[src/rtl/mem_lsu_stage.sv]
// mem_lsu_stage: MEM pipeline stage of a load/store unit.
//   Holds one instruction between EX and WB, waits for its read response,
//   extracts and extends the load data, and keeps a small count of responses
//   that belong to cancelled loads so those late responses are dropped.
// Ports:
//   clk, resetn                 clock, async active-low reset
//   es_to_ms_valid / ms_allowin EX->MEM handshake
//   es_mem_req, es_ld_op, es_addr_low, es_gr_we, es_dest, es_alu_result, es_pc
//                               instruction fields captured on entry
//   data_ok / data_rdata        read response strobe and data
//   flush                       cancel the instruction held in MEM
//   ws_allowin / ms_to_ws_valid MEM->WB handshake
//   ms_gr_we, ms_dest, ms_final_result, ms_pc  writeback fields
//   ms_ld_wait                  load held here without data yet
module mem_lsu_stage #(
    parameter int DATA_W      = 32,
    parameter int MAX_DISCARD = 3,
    localparam int OFS_W      = $clog2(DATA_W / 8)
) (
    input  logic              clk,
    input  logic              resetn,
    input  logic              es_to_ms_valid,
    output logic              ms_allowin,
    input  logic              es_mem_req,
    input  logic [2:0]        es_ld_op,
    input  logic [OFS_W-1:0]  es_addr_low,
    input  logic              es_gr_we,
    input  logic [4:0]        es_dest,
    input  logic [DATA_W-1:0] es_alu_result,
    input  logic [31:0]       es_pc,
    input  logic              data_ok,
    input  logic [DATA_W-1:0] data_rdata,
    input  logic              flush,
    input  logic              ws_allowin,
    output logic              ms_to_ws_valid,
    output logic              ms_gr_we,
    output logic [4:0]        ms_dest,
    output logic [DATA_W-1:0] ms_final_result,
    output logic [31:0]       ms_pc,
    output logic              ms_ld_wait
);

    logic              ms_valid;
    logic              ms_mem_req;
    logic [2:0]        ms_ld_op;
    logic [OFS_W-1:0]  ms_ofs;
    logic [DATA_W-1:0] ms_alu_result;
    logic              buf_valid;
    logic [DATA_W-1:0] buf_data;
    logic [2:0]        discard_cnt;

    logic live;
    logic ms_ready_go;
    logic leave;
    logic buf_cap;
    logic cnt_inc;
    logic cnt_dec;

    // A response only belongs to the held load once every cancelled
    // response ahead of it has drained.
    assign live           = data_ok && (discard_cnt == 3'd0);
    assign ms_ready_go    = !ms_mem_req || buf_valid || live;
    assign ms_to_ws_valid = ms_valid && ms_ready_go && !flush;
    assign ms_allowin     = (!ms_valid || (ms_ready_go && ws_allowin))
                            && (discard_cnt != 3'(MAX_DISCARD));
    assign leave          = ms_to_ws_valid && ws_allowin;
    assign ms_ld_wait     = ms_valid && (ms_ld_op != 3'd0) && !ms_ready_go;

    // Capture the response only when it cannot be consumed right now;
    // the bus presents data_rdata for a single cycle.
    assign buf_cap = live && ms_valid && ms_mem_req && !buf_valid
                     && !(ws_allowin && !flush);

    // A flushed load whose response is still in flight leaves one
    // response to be dropped later.
    assign cnt_inc = flush && ms_valid && ms_mem_req && !buf_valid && !live;
    assign cnt_dec = data_ok && (discard_cnt != 3'd0);

    always_ff @(posedge clk or negedge resetn) begin
        if (!resetn) begin
            ms_valid <= 1'b0;
        end else if (ms_allowin || flush) begin
            ms_valid <= es_to_ms_valid && !flush;
        end
    end

    always_ff @(posedge clk or negedge resetn) begin
        if (!resetn) begin
            ms_mem_req    <= 1'b0;
            ms_ld_op      <= 3'd0;
            ms_ofs        <= '0;
            ms_gr_we      <= 1'b0;
            ms_dest       <= 5'd0;
            ms_alu_result <= '0;
            ms_pc         <= 32'd0;
        end else if (es_to_ms_valid && ms_allowin && !flush) begin
            ms_mem_req    <= es_mem_req;
            ms_ld_op      <= es_ld_op;
            ms_ofs        <= es_addr_low;
            ms_gr_we      <= es_gr_we;
            ms_dest       <= es_dest;
            ms_alu_result <= es_alu_result;
            ms_pc         <= es_pc;
        end
    end

    always_ff @(posedge clk or negedge resetn) begin
        if (!resetn) begin
            buf_valid <= 1'b0;
            buf_data  <= '0;
        end else if (flush || leave) begin
            buf_valid <= 1'b0;
        end else if (buf_cap) begin
            buf_valid <= 1'b1;
            buf_data  <= data_rdata;
        end
    end

    always_ff @(posedge clk or negedge resetn) begin
        if (!resetn) begin
            discard_cnt <= 3'd0;
        end else if (cnt_inc && !cnt_dec) begin
            if (discard_cnt != 3'(MAX_DISCARD)) discard_cnt <= discard_cnt + 3'd1;
        end else if (cnt_dec && !cnt_inc) begin
            discard_cnt <= discard_cnt - 3'd1;
        end
    end

    // Load data extraction
    logic [DATA_W-1:0] rdata;
    logic [OFS_W+2:0]  byte_base;
    logic [OFS_W+2:0]  half_base;
    logic [OFS_W+2:0]  word_base;
    logic [7:0]        b_data;
    logic [15:0]       h_data;
    logic [31:0]       w_data;
    logic              mis_h;
    logic              mis_w;
    logic              mis_d;
    logic [DATA_W-1:0] ld_data;

    assign rdata     = buf_valid ? buf_data : data_rdata;
    // Lane bases in bits; masking the offset picks the aligned lane and
    // collapses the word lane to 0 on a 32-bit bus.
    assign byte_base = {ms_ofs, 3'b000};
    assign half_base = {ms_ofs & ~OFS_W'(1), 3'b000};
    assign word_base = {ms_ofs & ~OFS_W'(3), 3'b000};
    assign b_data    = rdata[byte_base +: 8];
    assign h_data    = rdata[half_base +: 16];
    assign w_data    = rdata[word_base +: 32];
    assign mis_h     = ms_ofs[0];
    assign mis_w     = |(ms_ofs & OFS_W'(3));
    assign mis_d     = (DATA_W == 64) ? |ms_ofs : mis_w;

    always_comb begin
        ld_data = '0;
        case (ms_ld_op)
            3'd1: ld_data = DATA_W'($signed(b_data));
            3'd2: ld_data = DATA_W'(b_data);
            3'd3: ld_data = mis_h ? '0 : DATA_W'($signed(h_data));
            3'd4: ld_data = mis_h ? '0 : DATA_W'(h_data);
            3'd5: ld_data = mis_w ? '0 : DATA_W'($signed(w_data));
            // On a 32-bit bus ld.wu and ld.d fold into ld.w.
            3'd6: ld_data = mis_w ? '0 : ((DATA_W == 64) ? DATA_W'(w_data)
                                                         : DATA_W'($signed(w_data)));
            3'd7: ld_data = mis_d ? '0 : ((DATA_W == 64) ? rdata
                                                         : DATA_W'($signed(w_data)));
            default: ld_data = '0;
        endcase
    end

    assign ms_final_result = (ms_ld_op != 3'd0) ? ld_data : ms_alu_result;

endmodule
[config.mk]
export PLATFORM = sky130hd
export DESIGN_NAME = mem_lsu_stage
export DESIGN_NICKNAME = d
export VERILOG_FILES = /design/src/rtl/mem_lsu_stage.sv
export SDC_FILE = /design/constraint.sdc
export NUM_CORES = 1
export LEC_CHECK = 0
export CORE_MARGIN = 2
export CORE_UTILIZATION = 45
export DETAILED_ROUTE_END_ITERATION = 6
export DONT_BUFFER_PORTS = 1
export GPL_ROUTABILITY_DRIVEN = 0
export HOLD_SLACK_MARGIN = 0.12
export RECOVER_POWER = 25
export SETUP_SLACK_MARGIN = 0.05
export SYNTH_ARGS = -nofsm -noshare
export SYNTH_HDL_FRONTEND = slang
export SYNTH_SLANG_ARGS = --single-unit
[constraint.sdc]
create_clock -name clk -period 4.6 [get_ports clk]
set_input_delay 0.92 -clock clk [delete_from_list [all_inputs] [get_ports clk]]
set_output_delay 0.92 -clock clk [all_outputs]
set_load 0.005 [all_outputs]
==> results.py <==
metrics = {
    "finish": {
        "drive_gt1_share_pct": 34.2,
        "syn2layout_area_growth_pct": 10.9,
        "fin_area_mm2": 0.00673,
        "final_cell_mix": "dfrtp_1, mux2_2, nor2_1",
        "nNetsFinal": 606,
        "insertedDiodeCount": 0,
        "layout_commonest_cell": "dfrtp_1",
    },
    "drt": {
        "drc": 0,
        "drtIter0Drc": 418,
        "ant_nets": 0,
        "first_pass_iters": 5,
        "vias_per_cell": 6.00,
        "drt_wl_total_mm": 15.7,
        "routedWlPerCell_um": 23.1,
        "vias": 4077,
    },
    "worst_setup_path": {
        "cp_data_arrival_time_ns": 2.90,
        "cp-endpoint": "ms_final_result[18]",
        "rr_worst_depth": 7,
        "slowest_stage": "dfrtp_2",
        "r2r_setup_slack_ns": 1.27,
        "crit_start": "buf_valid$_DFFE_PN0P_",
        "r2r_end": "ms_alu_result[10]$_DFFE_PN0P_",
        "start_kind": "register",
        "required_ns": 3.68,
        "worstPathMaxFanout": 31,
        "r2r_start": "buf_valid$_DFFE_PN0P_",
        "end_kind": "output pin",
        "path_cells": "mux2_2, a22o_1, nor3_2, o21a_1, a21oi_1",
        "max_stage_delay_ns": 0.89,
        "crit_type": "reg2out",
    },
    "yosys": {
        "syn-instance-count": 503,
        "synth.avg_cell_area_um2": 12.1,
        "synth_top_family_by_area": "multiplexers",
        "synth_adder_area_share_pct": 0.330,
        "synth_edf_count": 0,
        "synthSimpleGateAreaFrac_pct": 10.1,
        "synth_compound_area_share_pct": 8.51,
        "ys_async_sr_fraction_pct": 100,
        "synth_seq_cells": 113,
        "ys_warn_count": 0,
        "yosysSeqAreaShare_pct": 46.6,
        "syn_nets": 618,
        "synth_xor_xnor_area_share_pct": 0,
        "synth_flop_cell": "dfrtp_1",
        "muxShareOfSynthArea_pct": 30.4,
        "synth.distinct_cells": 53,
        "synthesis.area_mm2": 0.00607,
    },
    "cts": {
        "cts_sinks": 113,
        "post-cts-setup-buffers": 0,
        "cts-buffers-inserted": 17,
        "cts_resized": 0,
        "ctsHoldBuffers": 0,
        "cts_tree": "built",
        "insertion_delay_ns": 0.41,
        "clk_root_buffer_cell": "clkbuf_16",
        "cts.path.max_buffers": 2,
        "htree_levels": 4,
        "clk_pin_slew_ns": 0.05,
    },
    "pwr": {
        "switchingPower_mw": 1.43,
        "p_clk_share_pct": 31.9,
        "switching_share_pct": 32.4,
        "pwr-share-comb_pct": 29.5,
        "power_density_mw_per_mm2": 656,
        "intPower_mw": 2.99,
        "power_mw": 4.42,
        "p_leak_nw": 2.82,
        "p_seq_share_pct": 38.6,
        "vdd_drop_max_v": 0.000347,
    },
    "hold_path": {
        "hp-class": "in2async",
    },
    "sta": {
        "finalSetupViolCount": 0,
        "finalCriticalPeriod_ns": 3.82,
        "fmax_ghz": 0.262,
        "rsz0062_at_grt": "false",
        "post-route-period-util_pct": 83.1,
        "max_slew_margin_pct": 46.1,
        "drv_slew": 0,
        "finalClockSkew_ns": 0.00449,
        "worst_pin_slew_ns": 0.809,
        "hold_viol": 0,
        "timing.setup.tns_ns": 0,
    },
    "placed_design": {
        "dpl_cell_area_mm2": 0.00610,
        "hpwl_mm": 11.3,
        "io_buffers": 0,
    },
    "global_routing": {
        "grt_max_degree": 114,
        "grt_pass1_wl_mm": 24.2,
        "grt_pass1_vias": 4253,
        "antenna_found_initial": 0,
        "grt_overflow_total": 0,
        "grt.total_usage_pct": 22.3,
    },
    "die": {
        "num_rows": 42,
        "die_y_um": 120,
        "die_area_mm2": 0.0144,
        "pin_count": 187,
        "start_util_pct": 46.0,
        "die_w_um": 120,
        "core_area_mm2": 0.0132,
    },
    "run_status": {
        "status": "completed",
    },
    "flow_run": {
        "cap_violations": 0,
    },
}
-- synthesized netlist by cell type, types with 6 or more instances --
master | instances | share of area (%)
dfrtp_1 | 113 | 47
o21ai_0 | 9 | 0.74
clkbuf_1 | 13 | 0.80
mux2i_1 | 26 | 4.3
a21oi_1 | 28 | 2.3
mux4_2 | 6 | 2.2
or3_1 | 7 | 0.72
and3b_1 | 6 | 0.87
o22ai_1 | 7 | 0.72
nand2_1 | 29 | 1.8
a221o_1 | 7 | 1.2
nor3_1 | 6 | 0.49
nor2_1 | 46 | 2.8
nand3_1 | 7 | 0.58
mux2_2 | 90 | 17
buf_4 | 6 | 0.74
mux2_4 | 29 | 7.2
-- critical path: cells and delay by family, from the launching register on --
kind	cells	cell delay [ns]
AOI/OAI and AO/OA	3	0.91
DFF	1	0.89
muxes	1	0.43
and+or+nand+nor	1	0.24
-- power groups by stage --
stage / logic [mW] / clock network [mW] / registers [mW]
floorplan: 1.17 / 0 / 1.55
global placement: 1.26 / 0 / 1.70
detailed placement: 1.30 / 0 / 1.72
CTS: 1.31 / 1.44 / 1.71
global route: 1.42 / 1.50 / 1.76
finish: 1.30 / 1.41 / 1.71
-- sequential cells by signal (all words and copies together), names as in the netlist --
signal         cells
buf_data          32
ms_alu_result     32
ms_pc             32
ms_dest            5
discard_cnt        3
ms_ld_op           3
ms_ofs             2
buf_valid          1
ms_gr_we           1
ms_mem_req         1
ms_valid           1
-- final cells by class --
class,instances,area (µm²)
Timing Repair Buffer,3,35.0
Inverter,5,18.8
Sequential cell,113,2830
Clock inverter,11,186
Multi-Input combinational cell,351,3000
Clock buffer,20,447
Fill cell,1133,6460
Tap cell,176,220
-- cells by family (layout without fill, tap and decap cells) --
kind of cell / count (synthesis) / count (layout)
multiplexers: 151 / 151
AND/OR/NAND/NOR: 122 / 122
adder cells (fa/ha/maj): 1 / 1
buffers and inverters: 39 / 39
flip-flops: 113 / 113
AO/OA/AOI/OAI: 77 / 77
-- worst min path at each step --
stage	cells past startpoint	end	slack [ns]	start
after floorplan	1	buf_data[21]$_DFFE_PN0P_	0.47	buf_data[21]$_DFFE_PN0P_
after global placement	1	buf_data[29]$_DFFE_PN0P_	0.48	buf_data[29]$_DFFE_PN0P_
after detailed placement	1	buf_data[2]$_DFFE_PN0P_	0.49	buf_data[2]$_DFFE_PN0P_
after CTS	0	ms_pc[11]$_DFFE_PN0P_	0.18	resetn
after global routing	0	ms_pc[29]$_DFFE_PN0P_	0.18	resetn
final	0	ms_pc[31]$_DFFE_PN0P_	0.21	resetn
-- routing by layer --
layer | up-vias | GRT usage [%] | wire length (µm) | share of wire [%]
li1 | 1818 | - | - | -
met1 | 2047 | 29.3 | 6420 | 41
met2 | 191 | 33.9 | 7480 | 48
met3 | 21 | 8.60 | 1540 | 9.8
met4 | 0 | 7.43 | 258 | 1.6
met5 | - | 0 | 0 | 0
-- stage by stage --
step           setup WS, ns  cells  hold slack [ns]  utilization (%)
2_1_floorplan          1.56    503            0.474                -
3_3_place_gp           1.24    648            0.485             46.3
3_5_place_dp           1.18    648            0.494             46.3
4_1_cts               0.738    679            0.183             51.1
5_1_grt               0.573    679            0.180             51.1
6_report              0.778    679            0.205             51.1
No activity file was read; power rests on OpenSTA's default activity.
